## config.mk

```make
export PLATFORM = sky130hd
export DESIGN_NAME = selector_botones
export DESIGN_NICKNAME = d
export VERILOG_FILES = /design/src/rtl/selector_botones.sv
export SDC_FILE = /design/constraint.sdc
export NUM_CORES = 1
export LEC_CHECK = 0
export CORE_ASPECT_RATIO = 0.8
export CORE_UTILIZATION = 33
export DETAILED_ROUTE_END_ITERATION = 8
export PLACE_DENSITY = 0.57
export SYNTH_ARGS = -nofsm -noshare
export SYNTH_HDL_FRONTEND = slang
export SYNTH_SLANG_ARGS = --single-unit
export TNS_END_PERCENT = 20
```

## constraint.sdc

```tcl
create_clock -name clk -period 3.25 [get_ports clk]
set_input_delay 0.65 -clock clk [delete_from_list [all_inputs] [get_ports clk]]
set_output_delay 0.65 -clock clk [all_outputs]
set_load 0.005 [all_outputs]
```

## src/rtl/selector_botones.sv

```systemverilog
// Debounced push-button selector with auto-repeat, producing active-low
// one-cycle increment/decrement strobes for a duty-value up/down counter.
module selector_botones #(
    parameter int DEBOUNCE_CYCLES = 16,
    parameter int REPEAT_DELAY    = 64,
    parameter int REPEAT_RATE     = 16,
    parameter int CNT_W           = 16
) (
    input  logic clk,
    input  logic rst,
    input  logic btn_sum_n,
    input  logic btn_rest_n,
    output logic sum,
    output logic rest
);

    localparam logic [2:0] IDLE        = 3'd0;
    localparam logic [2:0] DEB_PRESS   = 3'd1;
    localparam logic [2:0] HELD        = 3'd2;
    localparam logic [2:0] REPEAT      = 3'd3;
    localparam logic [2:0] DEB_RELEASE = 3'd4;

    localparam logic [CNT_W-1:0] DEB_LAST   = CNT_W'(DEBOUNCE_CYCLES - 1);
    localparam logic [CNT_W-1:0] DELAY_LAST = CNT_W'(REPEAT_DELAY - 1);
    localparam logic [CNT_W-1:0] RATE_LAST  = CNT_W'(REPEAT_RATE - 1);

    function automatic logic [CNT_W-1:0] sat_inc(input logic [CNT_W-1:0] v);
        return (v == {CNT_W{1'b1}}) ? v : v + 1'b1;
    endfunction

    logic [1:0] raw;
    logic [1:0] sync1;
    logic [1:0] sync2;
    logic [1:0] pulse;
    logic [1:0] in_hold;
    logic [1:0] req;
    logic       lock;

    // Bit 0 is the increment button, bit 1 the decrement button.
    assign raw  = {btn_rest_n, btn_sum_n};
    assign lock = &in_hold;

    always_ff @(posedge clk) begin
        if (!rst) begin
            sync1 <= 2'b11;
            sync2 <= 2'b11;
        end else begin
            sync1 <= raw;
            sync2 <= sync1;
        end
    end

    for (genvar i = 0; i < 2; i++) begin : g_btn
        logic [2:0]       state;
        logic [2:0]       prior;
        logic [CNT_W-1:0] tmr;
        logic [CNT_W-1:0] deb;
        logic             pressed;

        assign pressed    = ~sync2[i];
        assign in_hold[i] = (state == HELD) || (state == REPEAT);
        assign pulse[i]   = pressed &&
                            (((state == DEB_PRESS) && (deb == DEB_LAST))   ||
                             ((state == HELD)      && (tmr == DELAY_LAST)) ||
                             ((state == REPEAT)    && (tmr == RATE_LAST)));

        // The repeat timer is frozen while a release is being debounced so a
        // short glitch resumes the cadence exactly where it left off.
        always_ff @(posedge clk) begin
            if (!rst) begin
                state <= IDLE;
                prior <= HELD;
                tmr   <= '0;
                deb   <= '0;
            end else begin
                case (state)
                    IDLE: begin
                        if (pressed) begin
                            state <= DEB_PRESS;
                            deb   <= '0;
                        end
                    end
                    DEB_PRESS: begin
                        if (!pressed) begin
                            state <= IDLE;
                        end else if (deb == DEB_LAST) begin
                            state <= HELD;
                            tmr   <= '0;
                        end else begin
                            deb <= sat_inc(deb);
                        end
                    end
                    HELD, REPEAT: begin
                        if (!pressed) begin
                            state <= DEB_RELEASE;
                            prior <= state;
                            deb   <= '0;
                        end else if ((state == HELD) && (tmr == DELAY_LAST)) begin
                            state <= REPEAT;
                            tmr   <= '0;
                        end else if ((state == REPEAT) && (tmr == RATE_LAST)) begin
                            tmr <= '0;
                        end else begin
                            tmr <= sat_inc(tmr);
                        end
                    end
                    DEB_RELEASE: begin
                        if (pressed) begin
                            state <= prior;
                        end else if (deb == DEB_LAST) begin
                            state <= IDLE;
                            tmr   <= '0;
                        end else begin
                            deb <= sat_inc(deb);
                        end
                    end
                    default: state <= IDLE;
                endcase
            end
        end
    end

    // Requests are registered once, then arbitrated so both strobes never coincide.
    always_ff @(posedge clk) begin
        if (!rst) begin
            req  <= 2'b00;
            sum  <= 1'b1;
            rest <= 1'b1;
        end else begin
            req  <= lock ? 2'b00 : pulse;
            sum  <= ~(req[0] & ~req[1]);
            rest <= ~(req[1] & ~req[0]);
        end
    end

endmodule

```

After elaboration in Yosys (flattened, before gate mapping)
Cells that the tools add are included.
{"block": "word_totals", "ff_bits": 84, "latchBits": 0, "ram_bits": 0, "romBits": 0, "memories": 0}
{"block": "op_classes", "n_addsub": 4, "mul": 0, "div": 0, "magnitude_cmp": 0, "eq_ne": 36, "shifts": 0, "n_mux": 46, "n_bitwise": 9, "n_reduce_logical": 32}
{"cell": "16-bit two-way mux", "n": 26}
{"cell": "16-bit one-hot mux with 4 select lines", "n": 2}
{"cell": "16-bit one-hot mux with 3 select lines", "n": 2}
{"cell": "16-bit by 1-bit adder with 16-bit output, second input constant", "n": 4}
{"cell": "16-bit equality test, second input constant", "n": 4}
{"cell": "16-bit by 4-bit equality test with 1-bit output, second input constant", "n": 4}
{"cell": "3-bit two-way mux", "n": 14}
{"cell": "16-bit by 6-bit equality test with 1-bit output, second input constant", "n": 2}
{"cell": "3-bit one-hot mux with 4 select lines", "n": 2}
{"cell": "2-bit inequality test, second input constant", "n": 10}
{"cell": "5-bit AND reduction", "n": 4}
{"cell": "3-bit by 2-bit equality test with 1-bit output, second input constant", "n": 4}
{"cell": "3-bit inequality test, second input constant", "n": 4}
{"cell": "1-bit logical AND", "n": 8}
{"cell": "4-bit inequality test, second input constant", "n": 2}
{"cell": "4-bit AND reduction", "n": 2}
{"cell": "4-bit nonzero test", "n": 2}
{"cell": "1-bit NOT", "n": 7}
{"cell": "3-bit by 1-bit equality test with 1-bit output, second input constant", "n": 2}
{"cell": "3-bit equality test, second input constant", "n": 2}
{"cell": "3-bit logical NOT", "n": 2}
{"cell": "1-bit logical OR", "n": 6}
{"cell": "3-bit by 2-bit inequality test with 1-bit output, second input constant", "n": 2}
{"cell": "2-bit AND reduction", "n": 3}
{"cell": "3 further kinds", "n": 7}

Depth between registers and ports, before layout
Gate-level depths: netlist of run 1.
{"block": "depth", "depth_word": 6, "ltp_mapped": 10, "ltp_nobuf": 7}

Worst setup path after synthesis of run 1
No wires, ideal clock.
{"block": "synth_path", "kind": "reg2reg", "from": "register g_btn[0].deb[5]", "to": "register g_btn[0].deb[7]", "setup_time_ps": 119, "arrival_time_ps": 1981, "required_ps": 3131, "setup_slack_ps": 1150, "stages_incl_launch_ff": 7, "path_buffers": 0, "path_cell_list": "dfxtp_1 -> or4_4 -> or4_4 -> nand2b_4 -> a21o_4 -> nor3_2 -> o221a_1"}
{"block": "synth_via", "elab_chain_len": 5, "elab_cells_between_ends": 8, "cone_classes": "1 x add/sub; 2 x eq/ne; 5 x mux"}
{"element": "start: declaration", "line": "57", "text": "logic [CNT_W-1:0] deb;"}
{"element": "start signal: assignment", "line": "90", "text": "deb <= sat_inc(deb);"}
{"element": "start signal: assignment", "line": "114", "text": "deb <= sat_inc(deb);"}
{"element": "16-bit by 1-bit adder with 16-bit output or 16-bit equality test (tied branches)", "line": "28", "text": "return (v == {CNT_W{1'b1}}) ? v : v + 1'b1;"}
{"element": "16-bit two-way mux", "line": "28"}
{"element": "16-bit two-way mux *", "line": "86, 110"}
{"element": "16-bit two-way mux (on tied branches)", "line": "108, 84"}
{"element": "16-bit one-hot mux with 4 select lines *", "line": "76", "text": "case (state)"}
Every way passes the cells marked *; elsewhere a longest branch is shown, timed or not. The select of a mux whose other input is x is not followed.
A chain may end at the register's enable or synchronous reset.

Worst setup path after layout of run 1
{"block": "layout_path", "from": "register g_btn[1].deb[0]", "to": "register g_btn[1].tmr[1]"}
{"block": "layout_via", "elab_chain_len": 4, "elab_cells_between_ends": 5, "cone_classes": "1 x eq/ne; 4 x mux"}
{"element": "start: declaration", "line": "57"}
{"element": "start signal: assignment", "line": "90"}
{"element": "start signal: assignment", "line": "114"}
{"element": "16-bit by 4-bit equality test with 1-bit output *", "line": "86, 110"}
{"element": "16-bit two-way mux *"}
{"element": "16-bit two-way mux (on tied branches)"}
{"element": "16-bit one-hot mux with 3 select lines *"}
{"element": "end signal: assignment", "line": "104", "text": "tmr <= sat_inc(tmr);"}
{"element": "end: declaration", "line": "56", "text": "logic [CNT_W-1:0] tmr;"}
Marked as above.

==> flow_summary_export.csv, run 1 <==
group,metric,value,unit
status,status,"finished, final reports clean",
sta,relSlewSlack,0.427,
sta,min_period_over_period,0.804,
finish,drive_above_1_share,0.0690,
sta,tightest_slew,0.854,ns
critical_path,cpMaxStageDelayCell,"and4_1",
floorplanning,core,13600,µm²
synth,postSynth.asyncResetShare,0,
power_and_ir_drop,p_int,1.82,mW
power_and_ir_drop,seqPwrFrac,0.451,
grt,overflow,0,
synth,synth_most_common_cell,"dfxtp_1",
floorplanning,pin_count,6,
finish,stdcell_count,774,
synth,synth_ff_type,"dfxtp_1",
critical_path,worstSetupPathType,"reg2reg",
clock_tree,clk_pin_slew_worst_paths,0.06,ns
detailed_routing,num_vias,4458,
synth,synth_nets,603,
power_and_ir_drop,switching_power,0.514,mW
floorplanning,fp.dieH,108,µm
sta,final.setup.tns,0,ns
synth,synth_compound_area_frac,0.214,
sta,drv_slew,0,
place,place_area,4810,µm²
critical_path,slowest_delay,0.41,ns
synth,synth_largest_area_cell,"dfxtp_1",
critical_path,timing.rr.start,"g_btn[1].deb[0]",
synth,synth_xor_area_frac,0.0229,
synth,ys_types,62,
synth,ys_warn_count,0,
critical_path,worstPathRequired,3.52,ns
clock_tree,cts_num_sinks,84,
clock_tree,cts_setup_buffers,0,
critical_path,path_cells,"ha_1 -> and3_1 -> and4_1 -> nand2_1 -> a21o_1 -> or3_1 -> a21oi_1",
critical_path,cp-startpoint,"g_btn[1].deb[0]",
sta,rsz0062_at_grt,"no",
power_and_ir_drop,power_density,453,nW/µm²
floorplanning,core.rowCount,38,
sta,max_freq,0.383,GHz
power_and_ir_drop,combPwrFrac,0.055,
synth,synth.area.top_cells,"dfxtp_1 (37%), a21oi_1 (6.3%), nor2_1 (4.7%), nand2_1 (4.5%), o21ai_0 (4.2%)",
finish,final_area,5150,µm²
synth,synth_edf_count,0,
critical_path,r2r-end,"g_btn[1].tmr[1]",
synth,synthSimpleGateAreaFrac,0.340,
clock_tree,htreeDepth,3,
power_and_ir_drop,clkPwrFrac,0.494,
detailed_routing,top_layer,"met4",
detailed_routing,postRouteAntennaNets,0,
synth,synth_fa_ha_area_frac,0.0109,
detailed_routing,dr_wl_met3,513,µm
critical_path,crit_path_max_fanout,17,
detailed_routing,met1_length,5850,µm
grt,grt_pass1_wl,19600,µm
sta,hold_viol_final,0,
synth,ys_ff_latch,84,
clock_tree,clk_latency,0.34,ns
power_and_ir_drop,sw_frac_of_total,0.220,
synth,synth_top_area_share,0.366,
clock_tree,clk_path_buf_depth,2,
finish,final_nets,597,
synth,synth_common_cells,"dfxtp_1 (84), a21oi_1 (58), nor2_1 (57), nand2_1 (55), o21ai_0 (39)",
critical_path,startpoint_type,"flip-flop",
detailed_routing,avgRoutedWirePerCell,14.8,µm
critical_path,reg2reg_slack,0.64,ns
finish,antennaDiodeCount,0,
grt,grt_max_degree,22,
flow_run,max_cap_viol_count,0,
finish,syn_to_final_growth,12.1,%
sta,setup_viol,0,
detailed_routing,drc,0,
synth,postSynthAreaPerCell,7.72,µm²
detailed_routing,wl_met2,5010,µm
synth,muxShareOfSynthArea,0.00871,
floorplanning,floorplan.initialDensity,0.338,
grt,grt_usage,0.167,
synth,synth_top_family_by_area,"simple AND/OR/NAND/NOR gates",
critical_path,arrival,2.89,ns
critical_path,reg2reg_depth,7,
power_and_ir_drop,p_total,2.33,mW
clock_tree,tritoncts,"built",
floorplanning,die_w,134,µm
sta,fin_skew,0.00607,ns
place,place_congestion,0.877,
detailed_routing,dr.pass1.iters,5,
critical_path,cp-end-kind,"flip-flop",
clock_tree,cts_buffers,9,
clock_tree,cts-root-buf,"clkbuf_16",
place,dp_cells,758,
power_and_ir_drop,p_leak,1.79,nW
clock_tree,holdBufCountCts,0,
sta,min_period,2.61,ns
place,dp_hpwl,7850,µm
detailed_routing,drt-total-wl,11500,µm
synth,netlist_area,4600,µm²
synth,syn_inst,595,
grt,grt_pass1_vias,3978,
min_path,whs_path_depth,1,
floorplanning,die_area,14400,µm²
detailed_routing,viasPerCell,5.76,
clock_tree,cts.repair.resized,0,
power_and_ir_drop,peakVddDrop,0.238,mV
detailed_routing,drtIter0Drc,677,
place,port-buffer-count,5,
critical_path,cp-endpoint,"g_btn[1].tmr[1]",
grt,antenna_found_initial,0,
synth,synth-seq-area-share,0.366,
min_path,hold_class,"reg2reg",
[state kept, by name (all words and copies together) (netlist names)]
register / count
g_btn.deb: 32
g_btn.prior: 6
g_btn.state: 6
g_btn.tmr: 32
req: 2
rest: 1
sum: 1
sync1: 2
sync2: 2
[logic make-up (layout without fill, tap and decap cells)]
group                      Yosys count  count (layout)
muxes                                4               4
buffers and inverters               44              43
xor gates and xnor gates            12              12
and+or+nand+nor                    289             289
DFF                                 84              84
adders and majority gates            4               4
AOI/OAI and AO/OA                  158             158
[through the flow]
step            util  hold WS (ns)  setup WS (ns)
2_1_floorplan      -         0.374           1.15
3_3_place_gp   0.354         0.394          0.757
3_5_place_dp   0.354         0.394          0.706
4_1_cts        0.379         0.408          0.675
5_1_grt        0.379         0.419          0.459
6_report       0.379         0.399          0.637
[layout make-up]
type                            instances  area [µm²]
Clock inverter                          3        67.6
Inverter                               13        48.8
Timing Repair Buffer                   14         118
Tap cell                              180         225
Clock buffer                           13         270
Fill cell                            1390        8450
Sequential cell                        84        1680
Multi-Input combinational cell        467        2740
[power by group through the flow]
stage                     clock network [mW]  logic [mW]  registers [mW]
final                                   1.15       0.129            1.05
after global routing                    1.22       0.142            1.05
after CTS                               1.18       0.128            1.05
after detailed placement                   0       0.128            1.07
after global placement                     0       0.127            1.07
after floorplan                            0      0.0988            1.06
[metal layers]
| metal | GRT usage | vias to the layer above |
|---|---|---|
| li1 | - | 2215 |
| met1 | 0.238 | 2108 |
| met2 | 0.251 | 122 |
| met3 | 0.0301 | 13 |
| met4 | 0.0519 | 0 |
| met5 | 0 | - |
[layout by cell type, fill, tap and decap left out, types with 7 or more instances in the layout]
cell type,instances
dfxtp_1,84
a21oi_1,58
nor2_1,57
nand2_1,55
o21ai_0,39
nand3_1,37
nor4_1,21
nand4_1,20
inv_1,13
nand2b_1,12
nor3_1,12
and3_1,12
or3_1,11
xor2_1,9
a31oi_1,9
nand3b_1,9
clkbuf_16,9
buf_4,9
nor2b_1,7
[worst max-delay path: cells and delay by family, from the launching register on]
kind	cells	cell delay [ns]
and+or+nand+nor	4	1.41
DFF	1	0.39
adders and majority gates	1	0.20
AOI/OAI and AO/OA	2	0.55
[worst min path at each step]
stage	from	to	slack (ns)
final	req[0]	sum	0.40
after global routing	req[0]	sum	0.42
after CTS	req[0]	sum	0.41
after detailed placement	sync1[0]	sync2[0]	0.39
after global placement	sync1[0]	sync2[0]	0.39
after floorplan	req[1]	rest	0.37
Note: power is estimated with default switching activity, not from simulation.
==> run 2, diff against run 1 <==
==> constraint.sdc (replaced) <==
create_clock -name clk -period 2.52 [get_ports clk]
set_input_delay 0.504 -clock clk [delete_from_list [all_inputs] [get_ports clk]]
set_output_delay 0.504 -clock clk [all_outputs]
set_load 0.005 [all_outputs]
==> flow_summary_export.csv, run 2 (synthesis results as in run 1) <==
group,metric,value,unit
power_and_ir_drop,peakVddDrop,0.303,mV
power_and_ir_drop,p_int,2.16,mW
clock_tree,htreeDepth,3,
critical_path,cp-startpoint,"g_btn[0].state[1]",
detailed_routing,avgRoutedWirePerCell,14.8,µm
grt,grt_pass1_wl,20400,µm
critical_path,arrival,2.50,ns
min_path,worstHoldStart,"req[0]",
min_path,hold_path_end,"sum",
finish,drive_above_1_share,0.0934,
clock_tree,clk_latency,0.34,ns
grt,grt_usage,0.175,
status,status,"finished, final reports clean",
finish,fin_util,0.385,
critical_path,cpMostUsedCell,"nand2_1",
power_and_ir_drop,p_total,2.79,mW
finish,antennaDiodeCount,0,
clock_tree,cts-root-buf,"clkbuf_16",
critical_path,slowest_delay,0.55,ns
sta,tightest_slew,0.641,ns
detailed_routing,num_vias,4513,
finish,num-fill-cells,1412,
finish,final_common_cell,"dfxtp_1",
finish,final_cell_mix,"dfxtp_1 (84), a21oi_1 (58), nor2_1 (57), nand2_1 (55), o21ai_0 (39)",
sta,setup_viol,0,
place,place_congestion,0.875,
place,dp_hpwl,8010,µm
power_and_ir_drop,clkPwrFrac,0.450,
power_and_ir_drop,seqPwrFrac,0.484,
sta,fin_skew,0.00629,ns
sta,min_period_over_period,0.909,
floorplanning,floorplan.initialDensity,0.338,
floorplanning,core,13600,µm²
grt,grt_pass1_vias,4113,
critical_path,cpMaxStageDelayCell,"dfxtp_1",
grt,antenna_found_initial,0,
critical_path,startpoint_type,"flip-flop",
sta,drv_slew,0,
min_path,whs_path_depth,1,
floorplanning,pin_count,6,
clock_tree,clk_pin_slew_worst_paths,0.06,ns
critical_path,cp-end-kind,"flip-flop",
detailed_routing,drc,0,
finish,reg.largest.list,"g_btn.deb x32, g_btn.tmr x32",
floorplanning,fp.dieH,108,µm
min_path,hold_class,"reg2reg",
grt,overflow,0,
finish,final_nets,613,
detailed_routing,drt-total-wl,11700,µm
sta,hold_viol_final,0,
place,port-buffer-count,5,
sta,final.setup.tns,0,ns
clock_tree,tritoncts,"built",
power_and_ir_drop,power_density,533,nW/µm²
detailed_routing,dr.pass1.iters,5,
critical_path,reg2reg_slack,0.23,ns
clock_tree,cts_buffers,9,
grt,grt_max_degree,45,
floorplanning,core.rowCount,38,
critical_path,timing.rr.start,"g_btn[0].state[1]",
critical_path,reg2reg_depth,6,
critical_path,crit_path_max_fanout,15,
clock_tree,cts_num_sinks,84,
power_and_ir_drop,combPwrFrac,0.066,
detailed_routing,postRouteAntennaNets,0,
power_and_ir_drop,switching_power,0.637,mW
sta,relSlewSlack,0.571,
critical_path,worstPathRequired,2.73,ns
finish,syn_to_final_growth,14.0,%
floorplanning,die_w,134,µm
clock_tree,cts_setup_buffers,0,
critical_path,path_cells,"nor2b_1 -> nand2_1 -> a22oi_1 -> nand2_1 -> o211ai_1 -> o41ai_1",
sta,max_freq,0.437,GHz
sta,rsz0062_at_grt,"no",
detailed_routing,viasPerCell,5.71,
power_and_ir_drop,sw_frac_of_total,0.228,
critical_path,worstSetupPathType,"reg2reg",
critical_path,r2r-end,"g_btn[0].tmr[3]",
sta,min_period,2.29,ns
flow_run,max_cap_viol_count,0,
floorplanning,die_area,14400,µm²
power_and_ir_drop,p_leak,1.85,nW
clock_tree,clk_path_buf_depth,2,
detailed_routing,drtIter0Drc,399,
run 2: cell count changes in the layout (fill, tap and decap cells not counted), sizes merged:
cell,delta
clkbuf,+2
clkinv,+1
buf,+16
bufinv,-2
clkinvlp,-1
run 2: how the worst max path moves through the flow:
stage                            endpoint  slack [ns]
final                     g_btn[0].tmr[3]        0.23
after global routing      g_btn[0].tmr[7]        0.06
after CTS                 g_btn[1].tmr[8]        0.14
after detailed placement  g_btn[1].tmr[8]        0.15
after global placement    g_btn[1].tmr[8]        0.24
after floorplan           g_btn[0].deb[7]        0.42
run 2: final cells by class:
class / count / area (µm²) / area share
clock buffer: 15 / 278 / 0.0530
clock inverter: 1 / 5.00 / 0.000956
sequential: 84 / 1680 / 0.321
inverter: 13 / 48.8 / 0.00932
timing repair buffer: 30 / 250 / 0.0478
tap: 180 / 225 / 0.0430
multi-input combinational: 467 / 2750 / 0.525
run 2: critical path, delay by kind of cell (launching register included):
kind	cells	cell delay (ns)
simple gates	3	0.91
compound gates	3	0.69
flops	1	0.55
run 2: metrics by stage:
stage | worst slack [ns] | cell area [µm²] | hold WS, ns | std cells
2_1_floorplan | 0.420 | 4600 | 0.374 | 595
3_3_place_gp | 0.235 | 4950 | 0.381 | 774
3_5_place_dp | 0.154 | 4950 | 0.388 | 774
4_1_cts | 0.142 | 5230 | 0.405 | 790
5_1_grt | 0.0550 | 5240 | 0.425 | 790
6_report | 0.230 | 5240 | 0.401 | 790
run 2: what timing repair did:
item,in CTS,in global routing
resized for setup,0,2
hold buffers,0,0
hold endpoints to repair,0,0
endpoints found under the setup margin,0,13
run 2: per-layer routing:
layer | global-route usage | up-vias | share of wire
li1 | - | 2256 | -
met2 | 0.264 | 98 | 0.43
met4 | 0.0422 | 0 | 0.0075
met5 | 0 | - | 0
met1 | 0.252 | 2151 | 0.52
met3 | 0.0358 | 8 | 0.045
run 2: power groups by stage:
stage / Combinational [mW] / Clock (mW) / Sequential, mW
finish: 0.184 / 1.26 / 1.35
global route: 0.206 / 1.36 / 1.35
CTS: 0.185 / 1.30 / 1.35
detailed placement: 0.184 / 0 / 1.38
global placement: 0.181 / 0 / 1.38
floorplan: 0.127 / 0 / 1.37
==> run 3, diff against run 2 <==
--- a/config.mk
+++ b/config.mk
@@ -6,6 +6,7 @@
 export NUM_CORES = 1
 export LEC_CHECK = 0
 export CORE_ASPECT_RATIO = 0.8
+export CORE_MARGIN = 8
 export CORE_UTILIZATION = 33
 export DETAILED_ROUTE_END_ITERATION = 8
 export PLACE_DENSITY = 0.57
==> flow_summary_export.csv, run 3 (synthesis results as in run 1) <==
group,metric,value,unit
floorplanning,fp.dieH,122,µm
sta,hold_viol_final,0,
finish,reg.largest.list,"g_btn.deb x32, g_btn.tmr x32",
critical_path,reg2reg_slack,0.22,ns
grt,grt_pass1_wl,19800,µm
place,dp_cells,773,
critical_path,path_cells,"ha_1 -> nand4_1 -> nor4_1 -> a41o_1 -> a21o_2 -> nor3_1 -> o221a_2",
place,place_congestion,0.842,
finish,multiInputGateArea,2750,µm²
finish,stdcell_count,789,
sta,rsz0062_at_grt,"no",
status,status,"finished, final reports clean",
grt,grt_pass1_vias,4077,
power_and_ir_drop,switching_power,0.676,mW
power_and_ir_drop,p_int,2.10,mW
detailed_routing,num_vias,4454,
power_and_ir_drop,peakVddDrop,0.357,mV
power_and_ir_drop,clkPwrFrac,0.448,
clock_tree,clk_pin_slew_worst_paths,0.06,ns
detailed_routing,postRouteAntennaNets,0,
sta,relSlewSlack,0.581,
sta,min_period,2.30,ns
critical_path,cpMaxStageDelayCell,"nor4_1",
sta,final.setup.tns,0,ns
critical_path,r2r-end,"g_btn[1].tmr[8]",
clock_tree,htreeDepth,3,
clock_tree,clk_path_buf_depth,2,
critical_path,worstPathRequired,2.75,ns
detailed_routing,avgRoutedWirePerCell,14.9,µm
sta,min_period_over_period,0.911,
clock_tree,cts_setup_buffers,0,
critical_path,cp_num_buf_inv,0,
power_and_ir_drop,seqPwrFrac,0.486,
floorplanning,core.rowCount,38,
place,place_area,4940,µm²
detailed_routing,drtIter0Drc,325,
critical_path,arrival,2.52,ns
sta,tightest_slew,0.625,ns
clock_tree,cts_buffers,9,
critical_path,worstSetupPathType,"reg2reg",
critical_path,slowest_delay,0.41,ns
finish,drive_above_1_share,0.0969,
finish,final_nets,612,
finish,num-fill-cells,1423,
floorplanning,core,13600,µm²
clock_tree,clk_latency,0.34,ns
finish,antennaDiodeCount,0,
detailed_routing,dr.pass1.iters,5,
power_and_ir_drop,sw_frac_of_total,0.243,
floorplanning,pin_count,6,
critical_path,reg2reg_depth,7,
grt,overflow,0,
power_and_ir_drop,power_density,532,nW/µm²
sta,setup_viol,0,
finish,final_cell_mix,"dfxtp_1 (84), a21oi_1 (58), nor2_1 (57), nand2_1 (54), o21ai_0 (39)",
clock_tree,tritoncts,"built",
finish,final_area,5230,µm²
min_path,worstHoldStart,"req[0]",
floorplanning,die_area,18000,µm²
finish,syn_to_final_growth,13.7,%
floorplanning,floorplan.initialDensity,0.338,
power_and_ir_drop,combPwrFrac,0.067,
detailed_routing,viasPerCell,5.65,
place,port-buffer-count,5,
critical_path,cp-end-kind,"flip-flop",
critical_path,crit_path_max_fanout,17,
sta,drv_slew,0,
grt,grt_usage,0.131,
min_path,hold_path_end,"sum",
min_path,whs_path_depth,1,
power_and_ir_drop,p_leak,1.84,nW
clock_tree,cts_num_sinks,84,
finish,register_area,1680,µm²
detailed_routing,drt-total-wl,11700,µm
sta,fin_skew,0.00880,ns
flow_run,max_cap_viol_count,0,
finish,final_common_cell,"dfxtp_1",
grt,antenna_found_initial,0,
clock_tree,cts-root-buf,"clkbuf_16",
critical_path,startpoint_type,"flip-flop",
critical_path,cpLargestDelayFamily,"compound AO/OA/AOI/OAI gates",
detailed_routing,drc,0,
place,dp_hpwl,7920,µm
min_path,hold_class,"reg2reg",
sta,max_freq,0.436,GHz
floorplanning,die_w,148,µm
grt,grt_max_degree,45,
critical_path,timing.rr.start,"g_btn[1].tmr[0]",
==> run 3: cell types whose count changed in the layout (fill, tap and decap cells not counted), sizes merged <==
cell	before	now
clkinvlp	0	1
buf	25	24
clkbuf	15	11
clkinv	1	3
inv	13	14
==> run 3: worst reg2reg max path: cells and delay by family, from the launching register on <==
family	cells	cell delay [ns]
compound gates	3	0.87
simple gates	3	0.69
flops	1	0.40
fa+ha+maj	1	0.24
==> run 3: what timing repair did <==
| item | CTS | global route |
|---|---|---|
| hold buffers | 0 | 0 |
| endpoints found under the hold margin | 0 | 0 |
| resized for setup | 0 | 3 |
| endpoints found under the setup margin | 0 | 17 |
==> run 3: power groups by stage <==
stage,combinational (mW),clock (mW),sequential (mW)
3_3_place_gp,0.181,0,1.38
6_report,0.185,1.24,1.35
3_5_place_dp,0.182,0,1.38
4_1_cts,0.183,1.29,1.35
5_1_grt,0.204,1.33,1.35
2_1_floorplan,0.127,0,1.37
==> run 3: area by class of cell <==
class | instances | area share
Inverter | 13 | 0.00934
Tap cell | 180 | 0.0431
Timing Repair Buffer | 29 | 0.0464
Clock inverter | 5 | 0.00670
Multi-Input combinational cell | 467 | 0.526
Sequential cell | 84 | 0.322
Clock buffer | 11 | 0.0464
==> run 3: layer usage <==
layer	vias up	global-route usage	share of wire	wire, µm
li1	2240	-	-	-
met1	2103	0.183	0.51	5950
met2	100	0.201	0.44	5180
met3	11	0.0267	0.044	521
met4	0	0.0331	0.0078	91
met5	-	0	0	0
==> run 3: worst max path at each step <==
stage | from | to | slack (ns) | cells after the start
after floorplan | g_btn[0].deb[5] | g_btn[0].deb[7] | 0.42 | 6
after global placement | g_btn[1].tmr[0] | g_btn[1].tmr[8] | 0.17 | 7
after detailed placement | g_btn[1].tmr[0] | g_btn[1].tmr[8] | 0.11 | 7
after CTS | g_btn[1].tmr[0] | g_btn[1].tmr[8] | 0.07 | 7
after global routing | g_btn[1].tmr[1] | g_btn[1].tmr[8] | 0.01 | 7
final | g_btn[1].tmr[0] | g_btn[1].tmr[8] | 0.22 | 7
==> run 3: per-stage QoR <==
step	hold slack [ns]	power, mW	utilization	worst slack, ns
floorplan	0.374	1.50	-	0.420
global placement	0.390	1.56	0.363	0.172
detailed placement	0.400	1.56	0.363	0.111
CTS	0.413	2.82	0.384	0.0674
global route	0.416	2.89	0.384	0.0112
finish	0.405	2.78	0.384	0.224
